<file path="src/rtl/button_reader.sv">
// Debounced push-button reader: press/release strobes, press counter, optional long-press detect.
// Define BUTTON_READER_LONG_PRESS_EN to build the hold counter, LONG_HELD state and long_press_pulse.
module button_reader #(
  parameter int unsigned DEBOUNCE_CYCLES   = 270000,
  parameter int unsigned LONG_PRESS_CYCLES = 27000000,
  parameter bit          ACTIVE_LOW        = 1'b1
) (
  input  logic       clk,
  input  logic       rst_n,
  input  logic       btn_in,
  output logic       btn_level,
  output logic       press_pulse,
  output logic       release_pulse,
  output logic       long_press_pulse,
  output logic [7:0] press_count
);

  localparam int unsigned   DB_W     = $clog2(DEBOUNCE_CYCLES);
  localparam logic [DB_W-1:0] DB_LAST = DB_W'(DEBOUNCE_CYCLES - 1);
  localparam logic          SYNC_RST = ACTIVE_LOW;

  if (DEBOUNCE_CYCLES < 2) begin : g_bad_debounce
    $error("button_reader: DEBOUNCE_CYCLES must be at least 2");
  end
  if (LONG_PRESS_CYCLES <= DEBOUNCE_CYCLES) begin : g_bad_long_press
    $error("button_reader: LONG_PRESS_CYCLES must exceed DEBOUNCE_CYCLES");
  end

  typedef enum logic [1:0] {
    IDLE      = 2'd0,
    HELD      = 2'd1,
    LONG_HELD = 2'd2
  } state_e;

  logic            sync1_q, sync2_q;
  logic            sample_c;
  logic            level_q, level_d;
  logic [DB_W-1:0] db_cnt_q, db_cnt_d;
  logic            accept_c, press_c, release_c;
  state_e          state_q;

  // Two-flop synchronizer; resets to the not-pressed pin level.
  always_ff @(posedge clk) begin
    if (!rst_n) begin
      sync1_q <= SYNC_RST;
      sync2_q <= SYNC_RST;
    end else begin
      sync1_q <= btn_in;
      sync2_q <= sync1_q;
    end
  end

  assign sample_c = sync2_q ^ ACTIVE_LOW;

  // A level change is accepted on the DEBOUNCE_CYCLES-th consecutive differing sample.
  always_comb begin
    level_d  = level_q;
    db_cnt_d = '0;
    accept_c = 1'b0;
    if (sample_c != level_q) begin
      if (db_cnt_q == DB_LAST) begin
        accept_c = 1'b1;
        level_d  = ~level_q;
      end else begin
        db_cnt_d = db_cnt_q + DB_W'(1);
      end
    end
  end

  assign press_c   = accept_c & ~level_q;
  assign release_c = accept_c & level_q;

  always_ff @(posedge clk) begin
    if (!rst_n) begin
      level_q       <= 1'b0;
      db_cnt_q      <= '0;
      press_pulse   <= 1'b0;
      release_pulse <= 1'b0;
      press_count   <= 8'd0;
    end else begin
      level_q       <= level_d;
      db_cnt_q      <= db_cnt_d;
      press_pulse   <= press_c;
      release_pulse <= release_c;
      if (press_c) begin
        press_count <= press_count + 8'd1;
      end
    end
  end

  assign btn_level = level_q;

`ifdef BUTTON_READER_LONG_PRESS_EN
  localparam int unsigned       HOLD_W    = $clog2(LONG_PRESS_CYCLES);
  localparam logic [HOLD_W-1:0] HOLD_LAST = HOLD_W'(LONG_PRESS_CYCLES - 1);

  logic [HOLD_W-1:0] hold_q;
  logic              long_q;

  // Press FSM; a release on the long-press edge takes priority.
  always_ff @(posedge clk) begin
    if (!rst_n) begin
      state_q <= IDLE;
      hold_q  <= '0;
      long_q  <= 1'b0;
    end else begin
      long_q <= 1'b0;
      case (state_q)
        IDLE: begin
          if (press_c) begin
            state_q <= HELD;
            hold_q  <= '0;
          end
        end
        HELD: begin
          if (release_c) begin
            state_q <= IDLE;
          end else if (hold_q == HOLD_LAST) begin
            state_q <= LONG_HELD;
            long_q  <= 1'b1;
          end else begin
            hold_q <= hold_q + HOLD_W'(1);
          end
        end
        LONG_HELD: begin
          if (release_c) begin
            state_q <= IDLE;
          end
        end
        default: state_q <= IDLE;
      endcase
    end
  end

  assign long_press_pulse = long_q;
`else
  // Press FSM without long-press tracking.
  always_ff @(posedge clk) begin
    if (!rst_n) begin
      state_q <= IDLE;
    end else begin
      case (state_q)
        IDLE:    if (press_c)   state_q <= HELD;
        HELD:    if (release_c) state_q <= IDLE;
        default: state_q <= IDLE;
      endcase
    end
  end

  assign long_press_pulse = 1'b0;
`endif

endmodule

</file>
<file path="config.mk">
export PLATFORM = sky130hd
export DESIGN_NAME = button_reader
export DESIGN_NICKNAME = d
export VERILOG_FILES = /design/src/rtl/button_reader.sv
export SDC_FILE = /design/constraint.sdc
export NUM_CORES = 1
export LEC_CHECK = 0
export CELL_PAD_IN_SITES_DETAIL_PLACEMENT = 1
export CELL_PAD_IN_SITES_GLOBAL_PLACEMENT = 2
export CORE_MARGIN = 8
export CORE_UTILIZATION = 33
export CTS_CLUSTER_DIAMETER = 40
export DETAILED_ROUTE_END_ITERATION = 10
export PLACE_DENSITY_LB_ADDON = 0.25
export SLEW_MARGIN = 20
export SYNTH_ARGS = -nofsm -noshare
export SYNTH_HDL_FRONTEND = slang
export SYNTH_SLANG_ARGS = --single-unit
</file>
<file path="constraint.sdc">
create_clock -name clk -period 4.2 [get_ports clk]
set_input_delay 0.84 -clock clk [delete_from_list [all_inputs] [get_ports clk]]
set_output_delay 0.84 -clock clk [all_outputs]
set_load 0.02 [all_outputs]
</file>
==> results.md <==
* R2r startpoint: db_cnt_q[0]$_SDFF_PP0_
* Area of the die at 0.006691 mm²
* Unrepaired setup endpoints after global routing: no
* Async SR Flop Fraction at 0%
* First-pass GRT wire length at 5940 µm
* Post-layout min period at 2233 ps
* Fin crit share at 53.16%
* WHS Path Cells at 1
* Peak Freq at 447.9 MHz
* Cts bufs inserted at 5
* Hold Path Class: flop to flop
* Worst-Skew Late Latency at 280 ps
* Slew @ Worst Pin at 682.9 ps
* Final-report hold violation count at 0
* Initial antenna violation count at 0
* Post-CTS Setup Inserts at 0
* Max clock buf depth at 2
* Avg Cell Area, Syn at 8.820 µm²
* Final #Nets at 182
* ANT cells at 0
* Post-synth EDFFs at 0
* Vias per cell at 5.187
* Die width at 81.80 µm
* R2r endpoint: press_count[5]$_SDFFE_PN0P_
* CP startpoint kind: flop
* Dominant synthesized flop cell: dfxtp_1
* Post-Syn Instances at 162
* Power per cell area at 370.7 mW/mm²
* GRT Overall Usage at 11.61%
* IO Pins at 15
* H-tree depth at 2
* Outcome: finished clean
* RD Place Congestion at 0.7432
* # rows at 24
* Slowest CP cell: clkdlybuf4s50_1
* CP endpoint kind: primary output
* Vias at 1193
* Clock root buffer: clkbuf_8
* Netlist cell types at 34
* Drt pass-1 iters at 4
* Buffers & Inverters on Critical Path at 1
* Setup violators final at 0
* Syn nets at 167
* CP Data Required Time at 3360 ps
* Post-route design area at 0.001727 mm²
* Vias in the first global route at 1216
* Largest net degree at the start of global routing at 20
* Commonest non-fill, non-tap cells in the layout: dfxtp_1, nor2_1, clkdlybuf4s50_1
* Post-CTS Resized at 0
* # hold bufs at CTS at 0
* Die Ht at 81.80 µm
* Arr. time, crit path at 1390 ps
* Register area share after synthesis at 44.83%
* Worst path cell trace: clkdlybuf4s50_1
* Post-synthesis register bit count at 32
* WL/cell at 15.14 µm
* Critical path's largest stage delay at 670 ps
* Min-delay src: sync1_q$_SDFF_PN1_
* DRT antenna net count at 0
* CTS tree: built
* Initial Utilization at 33.51%
* Static Leak at 0.5270 nW
* Clk_skew at 2.963 ps
* CTS sink cnt at 32
* Fin. max-slew vios at 0
* Placement Setup Slack at 2006 ps
* Max transition margin at 54.46%
* Mapped cell area at 0.001429 mm²
* Commonest non-fill, non-tap cell in the layout: dfxtp_1
* Worst Path Max Fanout at 6
* Placed cell area at 0.001600 mm²
* R2r worst-path depth at 5
* Initial DRC Count at 55
* IO buf count at 13
* Clock-pin transition on the worst setup and hold timing paths at 70 ps
* Share of cells above drive strength 1 at 7.865%
* PnR worst setup slack at 1967 ps
* Core box area at 0.004264 mm²
* Drt drc at 0
* Post-Route WL at 3483 µm
* FF-to-FF setup slack at 2090 ps
* Type of the worst setup path: flop to primary output
* Final global-route overflow total at 0
* Area Growth Syn to Fin at 20.84%
* Max Cap Viol at 0
* Critical path's top delay family: buffers and inverters
* Worst hold path endpoint: sync2_q$_SDFF_PN1_
* Crit path launch: press_count[1]$_SDFFE_PN0P_
* Fill cell count at 504
* TNS Setup at 0 ps
* Ys Warns at 0
* Peak VDD IR at 0.1591 mV
* Detailed placement HPWL at 2516 µm
[synthesized netlist by cell type (2+ instances only)]
| cell type | count | area (µm²) |
|---|---|---|
| a21oi_1 | 7 | 35.03 |
| and3_1 | 3 | 18.77 |
| and4_1 | 2 | 17.52 |
| and4bb_2 | 2 | 25.02 |
| clkbuf_1 | 3 | 11.26 |
| dfxtp_1 | 32 | 640.6 |
| ha_1 | 2 | 25.02 |
| inv_1 | 8 | 30.03 |
| mux2i_1 | 2 | 20.02 |
| nand2_1 | 8 | 30.03 |
| nand2b_1 | 4 | 25.02 |
| nand3_1 | 9 | 45.04 |
| nand4_1 | 4 | 25.02 |
| nor2_1 | 21 | 78.83 |
| nor3_1 | 8 | 40.04 |
| nor4_1 | 5 | 31.28 |
| nor4b_1 | 2 | 17.52 |
| o21a_1 | 3 | 22.52 |
| o21ai_0 | 3 | 15.01 |
| o31ai_1 | 4 | 30.03 |
| or3_1 | 2 | 12.51 |
| or4_1 | 4 | 30.03 |
| xnor2_1 | 12 | 105.1 |
| xor2_1 | 2 | 17.52 |
[area by class of cell]
| cell class | instances | area (µm²) | area share (%) |
|---|---|---|---|
| clock buffers | 7 | 96.34 | 5.580 |
| clock inverters | 1 | 30.03 | 1.739 |
| inverters | 8 | 30.03 | 1.739 |
| multi-input cells | 117 | 734.5 | 42.54 |
| flip-flops and latches | 32 | 640.6 | 37.10 |
| well taps | 52 | 65.06 | 3.768 |
| repair buffers | 13 | 130.1 | 7.536 |
[power breakdown]
group	internal, W	switching [W]
registers	0.000304	0.000000644
logic	0.00000302	0.00000580
clock network	0.000209	0.000117
total	0.000517	0.000123
[state kept, by name, summed over array words and instances (netlist names)]
register and count:
btn_level 1, sync1_q 1, press_pulse 1, db_cnt_q 19, press_count 8, sync2_q 1, release_pulse 1
[logic make-up after synthesis]
logic type	synth area share, %
simple gates	29.95
flops	44.83
compound gates	9.457
xor+xnor	8.582
buf+inv	3.765
fa+ha+maj	1.751
mux	1.401
other cells	0.2624
[routing by layer]
metal,global-route usage (%),routed length [µm]
met2,18.39,1669
met5,0,0
met1,14.48,1642
met3,3.611,114
met4,4.211,57
[metrics by stage]
stage	power (W)	hold slack, ps	cells	util, %
2_1_floorplan	0.0003174	386.3	162	-
3_3_place_gp	0.0003206	395.6	222	37.53
3_5_place_dp	0.0003209	410.8	222	37.53
4_1_cts	0.0006481	427.5	230	40.49
5_1_grt	0.0006637	449.0	230	40.49
6_report	0.0006401	424.2	230	40.49
[worst max-delay path by stage]
stage | end | slack [ps] | cells after the start
global route | db_cnt_q[7]$_SDFF_PP0_ | 1890 | 4
global placement | db_cnt_q[18]$_SDFF_PP0_ | 2040 | 4
detailed placement | db_cnt_q[18]$_SDFF_PP0_ | 2010 | 4
CTS | press_count[0] | 1950 | 1
floorplan | press_count[6]$_SDFFE_PN0P_ | 2550 | 6
finish | press_count[1] | 1970 | 1
Power figures use the tool's default switching activity.
